[src/rtl/approx_adder_sweep_ctrl_pkg.sv]
// Shared types and helpers for the approximate-adder sweep controller.
package approx_sweep_pkg;

   typedef enum logic [1:0] {IDLE, SWEEP, DRAIN, DONE} state_e;

   function automatic int n_vec(input int op_w);
      return 1 << (2 * op_w);
   endfunction

   // err_count must hold N itself, hence one bit more than the vector index.
   function automatic int cnt_w(input int op_w);
      return 2 * op_w + 1;
   endfunction

   function automatic logic [31:0] abs_diff(input logic [31:0] a,
                                            input logic [31:0] b,
                                            input int          err_w);
      logic [31:0] d;
      logic [31:0] lim;
      d   = (a >= b) ? (a - b) : (b - a);
      lim = (32'd1 << err_w) - 32'd1;
      return (d > lim) ? lim : d;
   endfunction

endpackage

[src/rtl/approx_adder_sweep_ctrl_if.sv]
// Harness-facing bundle: control/threshold in, adder operands out, grades out.
// APPROX_SWEEP_ERR_SUM_EN adds the err_sum accumulator output.
interface approx_adder_sweep_ctrl_if #(
   parameter int OP_W  = 2,
   parameter int ERR_W = OP_W + 1
);
   localparam int CNT_W = 2 * OP_W + 1;

   logic                   start;
   logic                   abort;
   logic [ERR_W-1:0]       et;
   logic [OP_W-1:0]        op_a;
   logic [OP_W-1:0]        op_b;
   logic [ERR_W-1:0]       approx_sum;
   logic                   busy;
   logic                   done;
   logic                   valid;
   logic [ERR_W-1:0]       max_err;
   logic [CNT_W-1:0]       err_count;
   logic                   pass;
   logic [2*OP_W-1:0]      fail_vec;
   logic                   fail_seen;
`ifdef APPROX_SWEEP_ERR_SUM_EN
   logic [2*OP_W+ERR_W-1:0] err_sum;
`endif

   modport master (
      output start, abort, et, approx_sum,
      input  op_a, op_b, busy, done, valid, max_err, err_count, pass,
             fail_vec, fail_seen
`ifdef APPROX_SWEEP_ERR_SUM_EN
      , err_sum
`endif
   );

   modport slave (
      input  start, abort, et, approx_sum,
      output op_a, op_b, busy, done, valid, max_err, err_count, pass,
             fail_vec, fail_seen
`ifdef APPROX_SWEEP_ERR_SUM_EN
      , err_sum
`endif
   );

endinterface

[src/rtl/approx_adder_sweep_ctrl_err_stage.sv]
// Sample register (stage 1) and error statistics update (stage 2).
// APPROX_SWEEP_ERR_SUM_EN adds the running error sum.
module approx_err_stage
   import approx_sweep_pkg::*;
#(
   parameter int OP_W  = 2,
   parameter int ERR_W = OP_W + 1
) (
   input  logic                  clk,
   input  logic                  rst,
   input  logic                  clr_i,
   input  logic                  flush_i,
   input  logic                  smp_i,
   input  logic [ERR_W-1:0]      approx_i,
   input  logic [ERR_W-1:0]      exact_i,
   input  logic [2*OP_W-1:0]     vec_i,
   input  logic [ERR_W-1:0]      et_i,
   output logic [ERR_W-1:0]      max_err_o,
   output logic [2*OP_W:0]       err_count_o,
   output logic [2*OP_W-1:0]     fail_vec_o,
   output logic                  fail_seen_o
`ifdef APPROX_SWEEP_ERR_SUM_EN
   ,
   output logic [2*OP_W+ERR_W-1:0] err_sum_o
`endif
);
   localparam int CNT_W = cnt_w(OP_W);
   localparam int VEC_W = 2 * OP_W;

   logic                s1_vld_q;
   logic [ERR_W-1:0]    s1_approx_q;
   logic [ERR_W-1:0]    s1_exact_q;
   logic [VEC_W-1:0]    s1_vec_q;

   logic [ERR_W-1:0]    err;
   logic [ERR_W-1:0]    max_err_q, max_err_d;
   logic [CNT_W-1:0]    cnt_q, cnt_d;
   logic [VEC_W-1:0]    fvec_q, fvec_d;
   logic                fseen_q, fseen_d;
`ifdef APPROX_SWEEP_ERR_SUM_EN
   localparam int SUM_W = 2 * OP_W + ERR_W;
   logic [SUM_W-1:0]    sum_q, sum_d;
`endif

   assign err = ERR_W'(abs_diff(32'(s1_approx_q), 32'(s1_exact_q), ERR_W));

   always_comb begin
      max_err_d = max_err_q;
      cnt_d     = cnt_q;
      fvec_d    = fvec_q;
      fseen_d   = fseen_q;
`ifdef APPROX_SWEEP_ERR_SUM_EN
      sum_d     = sum_q;
`endif
      if (s1_vld_q) begin
         if (err > max_err_q) max_err_d = err;
         cnt_d = cnt_q + CNT_W'(err != '0);
         // Only the first offending vector is kept.
         if ((err > et_i) && !fseen_q) begin
            fvec_d  = s1_vec_q;
            fseen_d = 1'b1;
         end
`ifdef APPROX_SWEEP_ERR_SUM_EN
         sum_d = sum_q + SUM_W'(err);
`endif
      end
   end

   always_ff @(posedge clk) begin
      if (rst || clr_i) begin
         s1_vld_q    <= 1'b0;
         s1_approx_q <= '0;
         s1_exact_q  <= '0;
         s1_vec_q    <= '0;
         max_err_q   <= '0;
         cnt_q       <= '0;
         fvec_q      <= '0;
         fseen_q     <= 1'b0;
`ifdef APPROX_SWEEP_ERR_SUM_EN
         sum_q       <= '0;
`endif
      end else begin
         s1_vld_q <= smp_i && !flush_i;
         if (smp_i) begin
            s1_approx_q <= approx_i;
            s1_exact_q  <= exact_i;
            s1_vec_q    <= vec_i;
         end
         max_err_q <= max_err_d;
         cnt_q     <= cnt_d;
         fvec_q    <= fvec_d;
         fseen_q   <= fseen_d;
`ifdef APPROX_SWEEP_ERR_SUM_EN
         sum_q     <= sum_d;
`endif
      end
   end

   assign max_err_o   = max_err_q;
   assign err_count_o = cnt_q;
   assign fail_vec_o  = fvec_q;
   assign fail_seen_o = fseen_q;
`ifdef APPROX_SWEEP_ERR_SUM_EN
   assign err_sum_o   = sum_q;
`endif

endmodule

[src/rtl/approx_adder_sweep_ctrl.sv]
// Exhaustive sweep sequencer grading one combinational approximate adder.
// APPROX_SWEEP_ERR_SUM_EN enables the err_sum output.
module approx_adder_sweep_ctrl
   import approx_sweep_pkg::*;
#(
   parameter int OP_W  = 2,
   parameter int ERR_W = OP_W + 1
) (
   input logic                      clk,
   input logic                      rst,
   approx_adder_sweep_ctrl_if.slave bus
);
   localparam int N     = n_vec(OP_W);
   localparam int VEC_W = 2 * OP_W;

   state_e             state_q;
   logic [VEC_W-1:0]   vec_q;
   logic [ERR_W-1:0]   et_q;
   logic               busy_q;
   logic               done_q;
   logic               valid_q;

   logic               start_acc;
   logic               abort_acc;
   logic [ERR_W-1:0]   exact;
   logic [ERR_W-1:0]   max_err;

   assign start_acc = (state_q == IDLE) && bus.start;
   assign abort_acc = ((state_q == SWEEP) || (state_q == DRAIN)) && bus.abort;

   always_ff @(posedge clk) begin
      if (rst) begin
         state_q <= IDLE;
         vec_q   <= '0;
         et_q    <= '0;
         busy_q  <= 1'b0;
         done_q  <= 1'b0;
         valid_q <= 1'b0;
      end else begin
         case (state_q)
            IDLE: begin
               if (bus.start) begin
                  state_q <= SWEEP;
                  vec_q   <= '0;
                  et_q    <= bus.et;
                  busy_q  <= 1'b1;
                  valid_q <= 1'b0;
               end
            end
            SWEEP: begin
               if (bus.abort) begin
                  state_q <= IDLE;
                  vec_q   <= '0;
                  busy_q  <= 1'b0;
               end else if (vec_q == VEC_W'(N - 1)) begin
                  state_q <= DRAIN;
                  vec_q   <= '0;
               end else begin
                  vec_q   <= vec_q + 1'b1;
               end
            end
            DRAIN: begin
               busy_q <= 1'b0;
               if (bus.abort) begin
                  state_q <= IDLE;
               end else begin
                  state_q <= DONE;
                  done_q  <= 1'b1;
                  valid_q <= 1'b1;
               end
            end
            DONE: begin
               state_q <= IDLE;
               done_q  <= 1'b0;
            end
            default: state_q <= IDLE;
         endcase
      end
   end

   // The counter doubles as the operand register, so op_a/op_b go to 0 whenever vec_q is idle.
   assign bus.op_a = vec_q[OP_W-1:0];
   assign bus.op_b = vec_q[VEC_W-1:OP_W];
   assign exact    = ERR_W'(vec_q[OP_W-1:0]) + ERR_W'(vec_q[VEC_W-1:OP_W]);

   approx_err_stage #(
      .OP_W  (OP_W),
      .ERR_W (ERR_W)
   ) u_stage (
      .clk         (clk),
      .rst         (rst),
      .clr_i       (start_acc),
      .flush_i     (abort_acc),
      .smp_i       (state_q == SWEEP),
      .approx_i    (bus.approx_sum),
      .exact_i     (exact),
      .vec_i       (vec_q),
      .et_i        (et_q),
      .max_err_o   (max_err),
      .err_count_o (bus.err_count),
      .fail_vec_o  (bus.fail_vec),
      .fail_seen_o (bus.fail_seen)
`ifdef APPROX_SWEEP_ERR_SUM_EN
      ,
      .err_sum_o   (bus.err_sum)
`endif
   );

   assign bus.max_err = max_err;
   assign bus.busy    = busy_q;
   assign bus.done    = done_q;
   assign bus.valid   = valid_q;
   // Gated by valid so the idle/reset value reads 0 instead of a stale compare.
   assign bus.pass    = valid_q && (max_err <= et_q);

endmodule

[src/flat_wrapper.sv]
// flat-port wrapper written by rule: the top's interface ports become plain ports
module approx_adder_sweep_ctrl_flat import approx_sweep_pkg::*;
#(
   parameter int OP_W  = 2,
   parameter int ERR_W = OP_W + 1
)
  (clk, rst, bus_start, bus_abort, bus_et, bus_approx_sum, bus_op_a, bus_op_b, bus_busy, bus_done, bus_valid, bus_max_err, bus_err_count, bus_pass, bus_fail_vec, bus_fail_seen);
  approx_adder_sweep_ctrl_if #(.OP_W(OP_W), .ERR_W(ERR_W)) bus_i ();
  input logic clk;
  input logic rst;
  input wire logic [$bits(bus_i.start)-1:0] bus_start;
  input wire logic [$bits(bus_i.abort)-1:0] bus_abort;
  input wire logic [$bits(bus_i.et)-1:0] bus_et;
  input wire logic [$bits(bus_i.approx_sum)-1:0] bus_approx_sum;
  output wire logic [$bits(bus_i.op_a)-1:0] bus_op_a;
  output wire logic [$bits(bus_i.op_b)-1:0] bus_op_b;
  output wire logic [$bits(bus_i.busy)-1:0] bus_busy;
  output wire logic [$bits(bus_i.done)-1:0] bus_done;
  output wire logic [$bits(bus_i.valid)-1:0] bus_valid;
  output wire logic [$bits(bus_i.max_err)-1:0] bus_max_err;
  output wire logic [$bits(bus_i.err_count)-1:0] bus_err_count;
  output wire logic [$bits(bus_i.pass)-1:0] bus_pass;
  output wire logic [$bits(bus_i.fail_vec)-1:0] bus_fail_vec;
  output wire logic [$bits(bus_i.fail_seen)-1:0] bus_fail_seen;
  assign bus_i.start = bus_start;
  assign bus_i.abort = bus_abort;
  assign bus_i.et = bus_et;
  assign bus_i.approx_sum = bus_approx_sum;
  assign bus_op_a = bus_i.op_a;
  assign bus_op_b = bus_i.op_b;
  assign bus_busy = bus_i.busy;
  assign bus_done = bus_i.done;
  assign bus_valid = bus_i.valid;
  assign bus_max_err = bus_i.max_err;
  assign bus_err_count = bus_i.err_count;
  assign bus_pass = bus_i.pass;
  assign bus_fail_vec = bus_i.fail_vec;
  assign bus_fail_seen = bus_i.fail_seen;
  approx_adder_sweep_ctrl #(.OP_W(OP_W), .ERR_W(ERR_W)) u_core (.clk(clk), .rst(rst), .bus(bus_i));
endmodule
[config.mk]
export PLATFORM = sky130hd
export DESIGN_NAME = approx_adder_sweep_ctrl_flat
export DESIGN_NICKNAME = d
export VERILOG_FILES = /design/src/rtl/approx_adder_sweep_ctrl_pkg.sv /design/src/rtl/approx_adder_sweep_ctrl_if.sv /design/src/rtl/approx_adder_sweep_ctrl_err_stage.sv /design/src/rtl/approx_adder_sweep_ctrl.sv /design/src/flat_wrapper.sv
export SDC_FILE = /design/constraint.sdc
export NUM_CORES = 1
export LEC_CHECK = 0
export BUFFER_PORTS_ARGS = -buffer_cell sky130_fd_sc_hd__buf_4
export CORE_MARGIN = 2
export CORE_UTILIZATION = 30
export CTS_CLUSTER_SIZE = 10
export DETAILED_ROUTE_END_ITERATION = 8
export PLACE_DENSITY = 0.44
export SLEW_MARGIN = 25
export SYNTH_ARGS = -nofsm -noshare
export SYNTH_HDL_FRONTEND = slang
export SYNTH_SLANG_ARGS = --single-unit
[constraint.sdc]
create_clock -name clk -period 3 [get_ports clk]
set_input_delay 0 -clock clk [delete_from_list [all_inputs] [get_ports clk]]
set_output_delay 0 -clock clk [all_outputs]
set_load 0.005 [all_outputs]
Word level (Yosys, flattened, before mapping)
Cells that the tools add are included.
Word-level totals
  register bits after elaboration: 36
  output and inout port bits: 21
  logic and storage cells: 73
Cells by class
  add/subtract/negate cells: 5
  order comparisons: 5
  equal/unequal tests: 8
  muxes and demuxes: 18
  reduce and logical (&&, ||, !) cells: 23
Operator list (count)
  32-bit by 3-bit greater-than comparator with 1-bit output (second input constant): 1
  32-bit two-way mux: 1
  4-bit two-way mux: 3
  2-bit AND reduction: 6
  2-bit two-way mux: 4
  2-bit one-hot mux with 4 select lines: 1
  4-bit one-hot mux with 2 select lines: 1
  3-bit by 3-bit subtractor with 4-bit output: 2
  3-bit greater-than comparator: 2
  2-bit != test (second input constant): 3
  3-bit AND reduction: 2
  2-bit nonzero test: 3
  3-bit nonzero test: 2
  5-bit by 1-bit adder with 5-bit output: 1
  1-bit logical AND: 5
  4-bit by 1-bit adder with 4-bit output (second input constant): 1
  2-bit == test (second input constant): 2
  4-bit == test (second input constant): 1
  1-bit two-way mux: 4
  1-bit one-hot mux with 2 select lines: 2
  2-bit by 2-bit adder with 3-bit output: 1
  3-bit >= comparator: 1
  3-bit <= comparator: 1
  3-bit two-way mux: 1
  other kinds (6): 8

Depth between registers and ports, before layout
  depth in word-level cells: 7
  gate-level depth with buffers: 17
  depth with buffers taken out: 16

Modules after synthesis
A second synthesis with hierarchy kept.
Second synthesis, totals
  cells, all modules: 259
  area total of the unflattened synthesis: 2250.9 um^2
Modules (own cells, without submodules)
  approx_err_stage: times used 1, cells each 168, area an instance 1520.2 um^2, seq. area each 480.5 um^2
  approx_adder_sweep_ctrl: times used 1, cells each 91, area an instance 730.7 um^2, seq. area each 240.2 um^2

Least setup slack after synthesis
OpenSTA, ideal clock, no wires.
  kind: reg-to-reg
  from: register u_core.u_stage.s1_approx_q[0]
  to: register u_core.u_stage.max_err_q[1] (netlist: u_core.u_stage.max_err_o[1])
  setup time: 0.070 ns
  arrival: 2.726 ns
  data required time: 2.930 ns
  slack: 0.204 ns
  stages on the path, launching flop included: 15
  path buffers: 0
  path through: dfxtp_1 inv_1 ha_1 inv_1 fa_1 inv_1 fa_1 a221oi_1 a22o_2 inv_1 ha_1 a21boi_0 o21ai_0 or3_1 a21oi_1
On the way
  cells in the longest elaborated chain, start to end: 6
  elaborated cells on any way between the ends: 8
  those cells by class: add/sub (2); order compare (3); mux (2); reduce/logical (1)
RTL lines
  from (decl): RTL line approx_adder_sweep_ctrl_err_stage.sv:31  | logic [ERR_W-1:0] s1_approx_q;
  from (signal assigned): RTL line approx_adder_sweep_ctrl_err_stage.sv:85  | s1_approx_q <= approx_i;
  3-bit by 3-bit subtractor with 4-bit output or 3-bit >= comparator (tied branches): RTL line approx_adder_sweep_ctrl_pkg.sv:20  | d = (a >= b) ? (a - b) : (b - a);
  32-bit two-way mux *: RTL line approx_adder_sweep_ctrl_pkg.sv:20
  32-bit by 3-bit greater-than comparator with 1-bit output: RTL line approx_adder_sweep_ctrl_pkg.sv:22  | return (d > lim) ? lim : d;
  3-bit two-way mux *: RTL line approx_adder_sweep_ctrl_pkg.sv:22
  via u_core.u_stage.err[2]: RTL line approx_adder_sweep_ctrl_err_stage.sv:35  | logic [ERR_W-1:0] err;
  3-bit greater-than comparator *: RTL line approx_adder_sweep_ctrl_err_stage.sv:56  | if (err > max_err_q) max_err_d = err;
  2-bit AND reduction (no source line) *
  to (signal assigned): RTL line approx_adder_sweep_ctrl_err_stage.sv:89  | max_err_q <= max_err_d;
  to (decl): RTL line approx_adder_sweep_ctrl_err_stage.sv:36  | logic [ERR_W-1:0] max_err_q, max_err_d;
The timed path passes the listed nets; every way through them passes the cells marked *.
A chain may end at the register's enable or synchronous reset.

Worst setup path in the final report
Ends and elaborated chain as after synthesis.

==> flow_summary.yaml <==
run_status:
  status: "completed"
cells_and_area:
  seqCellArea_um2: 722
  drive_gt1_share_pct: 20.8
  fin_util_pct: 39.6
  multiInputGateArea_mm2: 0.00133
  fin_area_mm2: 0.00270
  fillers: 740
  fin_nets: 327
  diodes: 0
  area_growth_syn_to_layout_pct: 27.4
synthesis:
  ys_async_sr_fraction_pct: 0
  postSynthAreaPerCell_um2: 8.52
  yosys.area_share.simple_pct: 20.6
  synth_compound_area_share_pct: 14.3
  synth_cell_type_count: 47
  synthMuxAreaShare_pct: 8.31
  synth_top_family_by_area: "simple AND/OR/NAND/NOR gates"
  synth_fa_ha_area_share_pct: 16.2
  synthesis.nets: 284
  ys_ff_latch: 36
  syn-instance-count: 249
  synth-edff-count: 0
  ys.flop_type: "dfxtp_1"
  syn_area_mm2: 0.00212
  yosysSeqAreaShare_pct: 34.0
  yosys_warnings: 0
  synth_xor_area_share_pct: 1.65
floorplan:
  dieHeight_um: 88.1
  ios: 31
  start_util_pct: 31.1
  die_w_um: 88.1
  rows: 30
  die_area_mm2: 0.00776
  design.core.area_mm2: 0.00683
timing:
  worstMarginPinSlew_ns: 0.567
  slew_violations: 0
  fmax_mhz: 348
  period_minus_slack_ns: 2.87
  slew_headroom_pct: 61.1
  finalHoldViolCount: 0
  finalCritPeriodShare_pct: 95.7
  skew_ns: 0.00781
  rsz0062_at_grt: "true"
  fin_ws_ns: 0.128
  hold-worst-slack_ns: 0.0278
  setup_viol: 0
worst_setup_path:
  crit_type: "reg -> reg"
  worstPathArrival_ns: 3.08
  start_kind: "register"
  r2r-start: "u_core.u_stage.s1_approx_q[0]"
  path_max_fanout: 3
  end_kind: "register"
  startpoint: "u_core.u_stage.s1_approx_q[0]"
  cp_data_required_time_ns: 3.21
route:
  drcViolationCount: 0
  avgRoutedWirePerCell_um: 12.3
  ant_nets: 0
  via_count: 1801
  drt_wl_total_mm: 4.80
  routed_via_density: 4.63
  drt_pass1_iterations: 4
  dr.first_iter.drc_count: 60
clock_network:
  cts-htree-levels: 2
  clk_pin_slew_ns: 0.07
  cts_buffers: 5
  clk_latency_ns: 0.29
  clockBufferDepth: 2
  root_buffer: "clkbuf_8"
  tritoncts: "done"
  clkSinkCount: 36
global_route:
  grt_pass1_wl_mm: 7.73
  grt.overflow.total: 0
  antenna_found_initial: 0
  grtUsageTotal_pct: 12.8
  grt_pass1_vias: 1598
  grt_max_degree: 25
place:
  pre_cts_ws_ns: -0.0615
  portBuffers: 30
  place_hpwl_mm: 3.52
  placed_cell_area_mm2: 0.00245
  gp_congestion: 0.746
pwr:
  power_density_mw_per_mm2: 436
  power.leakage_uw: 0.00113
  irDropWorstVdd_v: 0.000206
  p_total_uw: 1180
min_path:
  worstHoldStart: "bus_abort"
  min_path_type: "in -> reg"
run:
  drv_cap: 0
routing by layer:
metal / wire [um] / part of all wire, % / GRT usage [%]
met4: 47 / 0.98 / 4.13
met1: 2550 / 53 / 17.8
met5: 0 / 0 / 0
met2: 2100 / 44 / 20.0
met3: 107 / 2.2 / 2.54
cell usage after synthesis (all sizes together) (2+ instances only):
master  count  share of area (%)
o21ai      10                2.4
inv        18                3.2
or3         2               0.83
mux2i      15                7.1
nor2b       5                1.5
a21o        3                1.1
a211oi      2               0.71
and2        3                1.0
xor2        4                1.7
nand4       2               0.59
nand2b      3               0.88
mux2        2                1.2
ha         21                 12
nand2      16                2.8
fa          4                3.8
dfxtp      36                 34
nor2       36                6.4
a21oi      25                6.1
nand3      13                3.3
nand3b      2               0.71
nor3        4                1.2
clkbuf      5               0.88
buf         3               0.94
state kept, by name (all words and copies together) (netlist names), 2 cells and up:
| name | cells |
|---|---|
| u_core.vec_q | 4 |
| u_core.u_stage.err_count_o | 5 |
| u_core.et_q | 3 |
| u_core.u_stage.max_err_o | 3 |
| u_core.state_q | 2 |
| u_core.u_stage.fail_vec_o | 4 |
| u_core.u_stage.s1_approx_q | 3 |
| u_core.u_stage.s1_exact_q | 3 |
| u_core.u_stage.s1_vec_q | 4 |
cell usage in the layout (no fill, tap or decap), types with 2 or more instances in the layout:
cell type       n
o21ai_0         6
ha_1           20
xor2_1          4
nand2_1        15
nor2_1         36
nand3b_1        2
clkbuf_8        5
nand3_1        12
nand4_1         2
fa_1            3
inv_1          18
and2_1          2
dlygate4sd3_1  10
o21ai_1         3
mux2i_1        15
dfxtp_1        35
nand2b_1        2
a21oi_1        24
buf_4          34
nor3_1          3
nor2b_1         5
a21o_1          2
a211oi_1        2
worst paths after layout:
kind,to,cells past startpoint,slack [ns]
worst min register to register,u_core.u_stage.fail_vec_o[2],2,0.47
worst max-delay path,u_core.u_stage.max_err_o[1],14,0.13
worst max register to register,u_core.u_stage.max_err_o[1],14,0.13
worst min-delay path,u_core.u_stage.s1_vld_q,4,0.03
through the flow:
| stage | std cells | setup TNS [ns] |
|---|---|---|
| 4_1_cts | 388 | 0 |
| 2_1_floorplan | 249 | 0 |
| 3_5_place_dp | 370 | -0.218 |
| 3_3_place_gp | 370 | 0 |
| 5_1_grt | 389 | -0.177 |
| 6_report | 389 | 0 |
area by class of cell:
type | count | area share [%]
Clock buffer | 6 | 2.68
Clock inverter | 2 | 1.30
Inverter | 18 | 2.50
Multi-Input combinational cell | 187 | 49.2
Sequential cell | 36 | 26.7
Tap cell | 96 | 4.44
Timing Repair Buffer | 44 | 13.1
worst max-delay path: stages (launching register included):
cell      delay, ns
dfxtp_1        0.33
inv_1          0.04
ha_1           0.19
inv_1          0.07
fa_1           0.15
inv_1          0.05
fa_2           0.35
a221oi_2       0.25
a22o_2         0.19
inv_1          0.10
ha_4           0.29
a21boi_1       0.15
o21ai_1        0.10
or3_1          0.39
a21oi_1        0.14
cells by family after synthesis:
kind of cell               Yosys count
and+or+nand+nor                     90
xor gates and xnor gates             4
muxes                               17
buffers and inverters               26
adders and majority gates           25
DFF                                 36
AOI/OAI and AO/OA                   51
what timing repair did:
action	in CTS	in global routing
hold buffers	10	0
buffers inserted	0	1
pin swaps	0	3
resized for setup	2	11
endpoints found under the hold margin	15	0
endpoints found under the setup margin	7	8
power breakdown:
| part | leakage, uW | switching (uW) | internal (uW) |
|---|---|---|---|
| clock network | 0.0000552 | 184 | 247 |
| logic | 0.000779 | 132 | 111 |
| registers | 0.000292 | 13.9 | 490 |
| total | 0.00113 | 330 | 848 |
Note: power is estimated with default switching activity, not from simulation.
